--- src/rtl/maxpool_pkg.sv ---
// Shared types and default widths for the max-pool sequencer and its datapath.
package maxpool_pkg;

    localparam int N_DEF    = 32;
    localparam int CNTW_DEF = 8;

    typedef enum logic [1:0] {
        ST_IDLE  = 2'd0,
        ST_FIRST = 2'd1,
        ST_ACC   = 2'd2,
        ST_EMIT  = 2'd3
    } state_t;

endpackage

--- src/rtl/maxpool_ctrl.sv ---
// Sequencer for the max-pool datapath: windows an input stream, drives clear/enable/input,
// and returns one pooled maximum per window on a valid/ready output stream.
module maxpool_ctrl
    import maxpool_pkg::*;
#(
    parameter int N    = N_DEF,
    parameter int CNTW = CNTW_DEF
) (
    input  logic            clk,
    input  logic            rst_n,
    input  logic            i_start,
    input  logic            i_abort,
    input  logic [CNTW-1:0] i_win_len,
    input  logic [CNTW-1:0] i_num_win,
    output logic            o_busy,
    output logic            o_done,
    input  logic            i_in_valid,
    output logic            o_in_ready,
    input  logic [N-1:0]    i_in_data,
    output logic            o_out_valid,
    input  logic            i_out_ready,
    output logic [N-1:0]    o_out_data,
    output logic            o_pool_clr,
    output logic            o_pool_en,
    output logic [N-1:0]    o_pool_i,
    input  logic [N-1:0]    i_pool_o,
    output logic [1:0]      o_dbg_state
);

    // Streams use strict valid/ready: a beat is valid & ready on a rising edge; once
    // out_valid is high, it and out_data hold until the beat completes.

    state_t          r_state;
    logic [CNTW-1:0] r_win_len;
    logic [CNTW-1:0] r_num_win;
    logic [CNTW-1:0] r_elem_cnt;
    logic [CNTW-1:0] r_win_cnt;
    logic            r_done;

    logic [CNTW-1:0] w_elem_nxt;
    logic [CNTW-1:0] w_win_nxt;

    assign w_elem_nxt  = r_elem_cnt + CNTW'(1);
    assign w_win_nxt   = r_win_cnt + CNTW'(1);

    assign o_busy      = (r_state != ST_IDLE);
    assign o_done      = r_done;
    assign o_in_ready  = (r_state == ST_FIRST) || (r_state == ST_ACC);
    assign o_out_valid = (r_state == ST_EMIT);
    assign o_out_data  = i_pool_o;
    assign o_pool_clr  = (r_state == ST_IDLE);
    assign o_dbg_state = r_state;

    // The datapath has no enable, so a stall re-feeds its own output through max().
    always_comb begin
        o_pool_en = 1'b1;
        o_pool_i  = i_pool_o;
        case (r_state)
            ST_IDLE: begin
                o_pool_en = 1'b0;
                o_pool_i  = '0;
            end
            ST_FIRST: begin
                if (i_in_valid) begin
                    o_pool_en = 1'b0;
                    o_pool_i  = i_in_data;
                end
            end
            ST_ACC: begin
                if (i_in_valid) begin
                    o_pool_i = i_in_data;
                end
            end
            default: begin
            end
        endcase
    end

    always_ff @(posedge clk or negedge rst_n) begin
        if (!rst_n) begin
            r_state    <= ST_IDLE;
            r_win_len  <= '0;
            r_num_win  <= '0;
            r_elem_cnt <= '0;
            r_win_cnt  <= '0;
            r_done     <= 1'b0;
        end else begin
            r_done <= 1'b0;
            if (i_abort) begin
                r_state <= ST_IDLE;
            end else begin
                case (r_state)
                    ST_IDLE: begin
                        if (i_start) begin
                            r_win_len  <= (i_win_len == '0) ? CNTW'(1) : i_win_len;
                            r_num_win  <= i_num_win;
                            r_elem_cnt <= '0;
                            r_win_cnt  <= '0;
                            if (i_num_win == '0) begin
                                r_done <= 1'b1;
                            end else begin
                                r_state <= ST_FIRST;
                            end
                        end
                    end
                    ST_FIRST: begin
                        if (i_in_valid) begin
                            r_elem_cnt <= CNTW'(1);
                            r_state    <= (r_win_len == CNTW'(1)) ? ST_EMIT : ST_ACC;
                        end
                    end
                    ST_ACC: begin
                        if (i_in_valid) begin
                            r_elem_cnt <= w_elem_nxt;
                            if (w_elem_nxt == r_win_len) begin
                                r_state <= ST_EMIT;
                            end
                        end
                    end
                    ST_EMIT: begin
                        if (i_out_ready) begin
                            r_win_cnt <= w_win_nxt;
                            if (w_win_nxt == r_num_win) begin
                                r_state <= ST_IDLE;
                                r_done  <= 1'b1;
                            end else begin
                                r_state    <= ST_FIRST;
                                r_elem_cnt <= '0;
                            end
                        end
                    end
                    default: r_state <= ST_IDLE;
                endcase
            end
        end
    end

endmodule

--- config.mk ---
export PLATFORM = sky130hd
export DESIGN_NAME = maxpool_ctrl
export DESIGN_NICKNAME = d
export VERILOG_FILES = /design/src/rtl/maxpool_pkg.sv /design/src/rtl/maxpool_ctrl.sv
export SDC_FILE = /design/constraint.sdc
export NUM_CORES = 1
export LEC_CHECK = 0
export CORE_ASPECT_RATIO = 1.2
export CORE_MARGIN = 1.5
export CORE_UTILIZATION = 36
export CTS_CLUSTER_DIAMETER = 120
export DETAILED_ROUTE_END_ITERATION = 10
export PLACE_DENSITY = 0.78
export SYNTH_ARGS = -nofsm -noshare
export SYNTH_HDL_FRONTEND = slang
export SYNTH_SLANG_ARGS = --single-unit
--- constraint.sdc ---
create_clock -name clk -period 2 [get_ports clk]
set_input_delay 0.4 -clock clk [delete_from_list [all_inputs] [get_ports clk]]
set_output_delay 0.4 -clock clk [all_outputs]
set_load 0.05 [all_outputs]
Word-level counts from Yosys, hierarchy flattened:

Index checks and enable logic that the tools add are counted.

* register bits: 35
* bits of input ports: 86
* word-level logic and storage cells: 66

* add/subtract/negate cells: 2
* equal/unequal tests: 17
* muxes and demuxes: 29
* bitwise operators: 1
* reductions and logical operators: 11

Operators by type and width (number)
* $pmux 32 s2: 1
* $mux 8: 7
* $mux 32: 1
* $pmux 8 s4: 1
* $add 8x1->8 const B: 2
* $eq 8x8->1: 2
* $logic_not 8->1: 2
* $pmux 8 s2: 1
* $mux 2: 7
* $ne 3x3->1 const B: 4
* $reduce_and 6->1: 2
* $eq 8x1->1 const B: 1
* $mux 1: 8
* $ne 2x2->1 const B: 4
* $pmux 2 s4: 1
* $ne 3x2->1 const B: 2
* $eq 2x2->1 const B: 2
* $pmux 1 s2: 2
* $reduce_and 4->1: 1
* $reduce_bool 2->1: 2
* $reduce_and 3->1: 1
* $eq 2x1->1 const B: 1
* $logic_not 2->1: 1
* $ne 2x1->1 const B: 1
* 3 further kinds: 3

Depth between registers and ports, before layout:

Gate-level depths: netlist (run 1).

* depth after elaboration: 6
* gate-level depth with buffers: 9
* gate-level depth less buffers: 8

Least setup slack after synthesis (run 1):

Ideal clock, no wire load.

* path type: reg-to-output
* start point: register r_state[1], in the netlist o_dbg_state[1]
* end point: output port o_pool_i[10]
* arrival: 2932 ps
* data required time: 1600 ps
* path slack: -1332 ps
* stages on the path, launching flop included: 7
* path through: dfrtp_1 > ha_1 > inv_1 > nand2_1 > clkbuf_1 > nand2_1 > a21oi_1

* word-level cells in the longest chain between the ends: 3
* elaborated cells between the ends (all ways): 5
* those cells by class: 2 x eq/ne; 1 x mux; 2 x reduce/logical

Ends and longest elaborated chain
* from (decl): RTL line maxpool_ctrl.sv:33 `state_t r_state;`
* from (signal assigned): RTL line maxpool_ctrl.sv:109 `r_state <= (r_win_len == CNTW'(1)) ? ST_EMIT : ST_ACC;`
* $eq 2x1->1 / $eq 2x2->1 (equally long branches): RTL line maxpool_ctrl.sv:58 `case (r_state)`
* $reduce_or 2->1 (no line)
* $pmux 32 s2 *: RTL line maxpool_ctrl.sv:58
* to (decl): RTL line maxpool_ctrl.sv:25 `output logic [N-1:0] o_pool_i,`

Every way passes the cells marked *; elsewhere a longest branch is shown, timed or not.

Worst setup path in the final report (run 1):

* start point: register r_state[0], in the netlist o_dbg_state[0]
* end point: output port o_pool_i[27]

Same word-level chain as after synthesis.

==> results of run 1 <==
[area by class of cell]
type	count	area (um2)
inverter	6	33.78
clock buffer	5	68.82
fill	393	1254
multi-input combinational	276	2409
sequential	35	884.6
tap	92	115.1
clock inverter	3	43.79
timing repair buffer	227	2987
[flip-flops by register name (all words and copies together) (netlist names)]
register     flops
o_dbg_state      2
r_win_len        8
o_done           1
r_elem_cnt       8
r_win_cnt        8
r_num_win        8
[power groups by stage]
stage	combinational (mW)	sequential [mW]	clock (mW)
global placement	6.33	1.14	0
CTS	6.99	1.13	0.666
detailed placement	6.42	1.15	0
finish	7.75	1.15	0.656
global route	8.00	1.16	0.695
floorplan	3.86	1.14	0
[critical path, cell delays in order, from the launching register on]
cell       delay [ns]
dfrtp_2          0.45
buf_4            0.15
inv_4            0.06
ha_4             0.20
nor2_4           0.17
buf_6            0.15
clkbuf_16        0.16
a21oi_4          0.04
buf_12           0.14
[final timing paths]
check | startpoint | to | slack, ns | cells after the start
setup reg to reg | o_dbg_state[0] | r_win_cnt[6] | -0.20 | 11
hold / removal | rst_n | r_elem_cnt[0] | 0.53 | 2
setup / recovery | o_dbg_state[0] | o_pool_i[27] | -0.23 | 8
max in group asynchronous | rst_n | o_dbg_state[1] | 1.12 | 2
min in group clk | r_num_win[4] | r_num_win[4] | 0.54 | 1
hold reg to reg | r_num_win[4] | r_num_win[4] | 0.54 | 1
[cells in the mapped netlist, types with 2 or more instances]
master    count  area [um2]
inv_1         6       22.52
o211ai_1      2       15.01
nor3_1        7       35.03
buf_4        33       247.7
a21oi_1      38       190.2
o41ai_1       2       17.52
and3_1        2       12.51
nor2_1       12       45.04
o41ai_2       3       48.80
buf_6         3       33.78
nor2b_1       5       31.28
clkbuf_1     13       48.80
o31ai_1       3       22.52
nand2b_1      4       25.02
nand2_1      82       307.8
a31oi_1       5       31.28
mux2i_1       3       30.03
or4_1         2       15.01
o21ai_1       3       15.01
ha_1          7       87.58
nor4_1        6       37.54
mux2_2       16       180.2
xor2_1        9       78.83
nand3_1      13       65.06
and4_2        2       20.02
buf_2         3       15.01
o21ai_0      19       95.09
nor3b_1       2       15.01
xnor2_1       7       61.31
dfrtp_1      35       875.8
[per-layer routing]
layer / up-vias / share of wire (%) / track usage, %
met4: 0 / 3.7 / 8.437
met1: 1740 / 34 / 29.33
met2: 207 / 56 / 55.78
met3: 50 / 6.6 / 4.443
met5: - / 0 / 0
li1: 1627 / - / -
[timing repair]
action / 4_1_cts / 5_1_grt
pin swaps: 33 / 16
gates resized for setup: 35 / 48
setup buffers: 12 / 13
setup endpoints to repair: 42 / 44
gates cloned: 3 / 3
hold buffers: 0 / 0
[cells in the final DEF (no fill, tap or decap), types with 4 or more instances in the layout]
master           Yosys  routed
a21oi_1             38       6
a21oi_4              0      32
a31oi_1              5       4
buf_12               0      74
buf_4               33      53
buf_6                3       8
clkbuf_8             0       5
clkdlybuf4s50_1      0      85
dfrtp_1             35      28
dfrtp_2              0       7
ha_4                 0       6
mux2_2              16      16
nand2_1             82      66
nand2_2              0      15
nand2b_1             4       4
nand3_1             13      12
nor2_1              12       9
nor2b_1              5       4
nor3_1               7       7
nor4_1               6       5
o21ai_0             19      10
o21ai_1              3       9
o21ai_2              1       4
xnor2_1              7       5
xor2_1               9       8
[logic make-up after synthesis]
logic type | Yosys count | synth area share [%]
adders and majority gates | 7 | 2.974
xor gates and xnor gates | 16 | 4.758
DFF | 35 | 29.74
AOI/OAI and AO/OA | 87 | 18.82
and+or+nand+nor | 147 | 24.09
buffers and inverters | 58 | 12.49
muxes | 19 | 7.137
==> reports/qor.yml, run 1 <==
run_status:
  status: "complete, but fails checks"
  violations: "design-rule violations, negative setup slack"
timing:
  worst_slew_pin_slew_ns: 0.5536
  setup_tns_ns: -8.109
  fin_crit_sh_pct: 111.5
  layout_min_cycle_time_ns: 2.229
  timing.fmax_mhz: 448.6
  fin_worst_skew_ns: 0.008825
  finalSetupViolations: 45
  hold_ws_ns: 0.5258
  finalWorstSetupSlack_ns: -0.2291
  rsz0062_at_grt: "yes"
  hold_viol_final: 0
  maxSlewHeadroom_pct: 62.98
  slew_viol_final: 0
pwr:
  power.density_nw_per_um2: 1461
  p_leak_nw: 2.623
  switching_power_mw: 4.531
  p_int_mw: 5.025
  seqPwrFrac_pct: 12.0
  p_total_mw: 9.555
  clockPowerShare_pct: 6.9
  comb_power_share_pct: 81.1
  ir_drop_v: 0.001369
  sw_frac_of_total_pct: 47.42
clocking:
  cts_max_level: 2
  clkLatencyLatePin_ns: 0.29
  cts_root_buf: "clkbuf_8"
  path_clk_slew_ns: 0.08
  clock_path_buffers: 2
  cts_buffers: 5
  clock_sinks: 35
  tritoncts: "built"
synth:
  ys_seq_area_share_pct: 29.74
  syn_avg_cell_area_um2: 7.982
  yosys_warnings: 0
  synthArstFlopShare_pct: 100.0
  synth-main-ff-cell: "dfrtp_1"
  synth_edf_count: 0
  synth_area_um2: 2945
  ys_seq_elements: 35
  postSynthCellCount: 369
  synth_cell_type_count: 52
  syn-num-nets: 462
final_layout:
  nets: 644
  n_antenna_cell: 0
  drive_above_1_share_pct: 48.19
  fin_area_um2: 6541
  syn_to_final_growth_pct: 122.1
  fin_cells: 644
  utilization_pct: 83.92
place:
  dp_hpwl_um: 9026
  dp_cells: 605
  pre_cts_ws_ns: -0.2135
  gp_congestion: 0.8388
  numPortBuffers: 157
  post_dp_cell_area_um2: 5758
routing:
  wl_um: 13260
  via_per_inst: 5.627
  dr.pass1.iters: 8
  ant_nets: 0
  routedWlPerCell_um: 20.59
  drc: 18
  num_vias: 3624
  drt_iter0_drc: 218
floorplanning:
  dieArea_um2: 8735
  fp.dieW_um: 85.57
  initial_core_util_pct: 37.78
  num_rows: 35
  die_h_um: 102.1
  coreArea_um2: 7795
  ios: 158
critical_path:
  critical_path_required_ns: 1.60
  cp_max_fo: 5
  criticalPathCategory: "reg -> out"
  startpoint_type: "register"
  crit_path_end_kind: "primary output"
  cp.arrival_ns: 1.83
grt:
  grt.total_usage_pct: 27.77
  grt_pass1_wl_um: 19030
  antenna_found_initial: 0
  first_global_vias: 3544
  overflow: 0
  grt_max_degree: 36
worst_hold_path:
  hold_class: "in -> async"
run:
  cap_violations: 0
Power figures use the tool's default switching activity.
==> run 2: changes to the inputs <==
Settings changed: CORE_MARGIN 1.5 to default.
==> run 2 against run 1 <==
  * The run still ends with design-rule violations, negative setup slack left
  * Via count rose by 2.6%
  * Worst setup slack worse by 0.074 ns
  * Maximum frequency down 3.2%
  * Wire length rose by 9.8%
  * Die area is 2.1% lower
  * Clock power decreased by 18%
  * Total power shrank 3.1%
  * Highest routed layer unchanged
==> reports/qor.yml, run 2 (synthesis gave the netlist of run 1 again) <==
place:
  numPortBuffers: 157  # unchanged
  dp_hpwl_um: 8804  # -2.5%
  gp_congestion: 0.8496  # +1.3%
  dp_cells: 606  # +0.17%
  post_dp_cell_area_um2: 5753  # about the same
  pre_cts_ws_ns: -0.1624  # +0.05105 ns
final_layout:
  drive_above_1_share_pct: 47.89  # -0.30 points
  n_antenna_cell: 0  # unchanged
  fin_cells: 637  # -1.1%
  nets: 637  # -1.1%
  final_cell_mix: "85 x clkdlybuf4s50_1, 76 x buf_12, 62 x nand2_1"
  fin_area_um2: 6461  # -1.2%
  utilization_pct: 82.89  # -1.0 points
  final_common_cell: "clkdlybuf4s50_1"
  syn_to_final_growth_pct: 119.4
timing:
  finalWorstSetupSlack_ns: -0.3029  # -0.07378 ns
  finalSetupViolations: 43  # -4.4%
  slew_viol_final: 0  # unchanged
  fin_worst_skew_ns: 0.01903  # +0.01021 ns
  hold_ws_ns: 0.5099  # -0.01591 ns
  fin_crit_sh_pct: 115.1  # +3.7 points
  setup_tns_ns: -7.363  # +0.7465 ns
  worst_slew_pin_slew_ns: 0.5539  # +0.0003211 ns
  timing.fmax_mhz: 434.2  # -3.2%
  maxSlewHeadroom_pct: 62.96  # about the same
  layout_min_cycle_time_ns: 2.303  # +0.07378 ns
  rsz0062_at_grt: "yes"
  hold_viol_final: 0  # unchanged
floorplanning:
  fp.dieW_um: 84.57  # -1.2%
  initial_core_util_pct: 37.78  # unchanged
  coreArea_um2: 7795  # unchanged
  ios: 158  # unchanged
  dieArea_um2: 8549  # -2.1%
  die_h_um: 101.1  # -0.98%
  num_rows: 35  # unchanged
routing:
  routedWlPerCell_um: 22.85  # +11%
  wl_um: 14560  # +9.8%
  drt_iter0_drc: 229  # +5.0%
  dr.pass1.iters: 8  # unchanged
  num_vias: 3717  # +2.6%
  via_per_inst: 5.835  # +3.7%
  drc: 14  # -4
  ant_nets: 0  # unchanged
pwr:
  comb_power_share_pct: 81.9  # +0.8 points
  sw_frac_of_total_pct: 48.85  # +1.4 points
  switching_power_mw: 4.522  # -0.19%
  ir_drop_v: 0.001727  # +26%
  clockPowerShare_pct: 5.8  # -1.1 points
  p_leak_nw: 2.579  # -1.7%
  seqPwrFrac_pct: 12.2  # +0.2 points
  p_int_mw: 4.735  # -5.8%
  p_total_mw: 9.257  # -3.1%
  power.density_nw_per_um2: 1433  # -1.9%
critical_path:
  criticalPathCategory: "reg -> out"
  worst_path_most_repeated_cell: "buf_12"
  startpoint_type: "register"
  critical_path.max_stage_delay_ns: 0.44  # about the same
  worst-path-buf-inv: 3  # -2
  path_delay_family: "buffers and inverters"
  cp_cell_sequence: "ha_4 -> nor2b_4 -> buf_12 -> clkbuf_16 -> nand2_2 -> a21oi_4 -> buf_12"
  critical_path_required_ns: 1.60  # about the same
  slowest_stage: "dfrtp_2"
  crit_path_end_kind: "primary output"
  cp_max_fo: 8  # +3
  cp.arrival_ns: 1.90  # +0.07 ns
grt:
  grt_max_degree: 36  # unchanged
  overflow: 0  # unchanged
  grt_pass1_wl_um: 19800  # +4.1%
  first_global_vias: 3859  # +8.9%
  grt.total_usage_pct: 30.17  # +2.4 points
  antenna_found_initial: 0  # unchanged
worst_hold_path:
  hold_class: "in -> async"
clocking:
  clkLatencyLatePin_ns: 0.30  # about the same
  cts_root_buf: "clkbuf_8"
  clock_sinks: 35  # unchanged
  postCtsHoldBufs: 0  # unchanged
  clock_path_buffers: 2  # unchanged
  tritoncts: "built"
  path_clk_slew_ns: 0.09  # about the same
  cts_buffers: 5  # unchanged
  cts_max_level: 2  # unchanged
run_status:
  violations: "design-rule violations, negative setup slack"
  status: "complete, but fails checks"
run:
  cap_violations: 0  # unchanged
## run 2: cell count changes in the layout (fill, tap and decap cells not counted), moves of 3 or more
cell,previous run,this run
nand2_4,1,4
o31ai_4,3,0
nor3_1,7,4
nand2_1,66,62
buf_4,53,40
buf_6,8,11
o31ai_2,0,3
## run 2: repair_timing
| action | CTS | global route |
|---|---|---|
| endpoints found under the hold margin | 0 | 0 |
| gates cloned | 6 | 3 |
| buffers inserted | 14 | 3 |
| gates resized for setup | 44 | 48 |
| pin swaps | 38 | 29 |
| setup endpoints to repair | 36 | 51 |
## run 2: final cells by class
class | count | area (um2)
Timing Repair Buffer | 220 | 2980
Multi-Input combinational cell | 276 | 2357
Fill cell | 395 | 1334
Sequential cell | 35 | 883.3
Tap cell | 92 | 115.1
Clock buffer | 7 | 86.33
Inverter | 6 | 33.78
Clock inverter | 1 | 5.005
## run 2: final timing paths
path,start,slack [ns],cells after the start,to
hold reg to reg,r_num_win[3],0.53,1,r_num_win[3]
setup reg to reg,o_dbg_state[0],-0.13,10,r_win_cnt[2]
max in group asynchronous,rst_n,1.13,2,r_win_cnt[5]
min in group clk,r_num_win[3],0.53,1,r_num_win[3]
hold / removal,rst_n,0.51,2,o_done
setup / recovery,o_dbg_state[1],-0.30,7,o_pool_i[23]
## run 2: power groups by stage
stage / Combinational, mW / Clock, mW / Sequential (mW)
after floorplan: 3.86 / 0 / 1.14
after global placement: 6.37 / 0 / 1.14
after detailed placement: 6.48 / 0 / 1.14
after CTS: 7.34 / 0.536 / 1.10
after global routing: 7.82 / 0.581 / 1.15
final: 7.58 / 0.540 / 1.13
## run 2: routing by layer
layer | share of wire (%) | track usage (%) | up-vias | wire [um]
li1 | - | - | 1611 | -
met1 | 34 | 29.75 | 1833 | 4975
met2 | 54 | 58.85 | 204 | 7825
met3 | 6.2 | 5.569 | 69 | 898
met4 | 5.9 | 17.08 | 0 | 856
met5 | 0 | 0 | - | 0
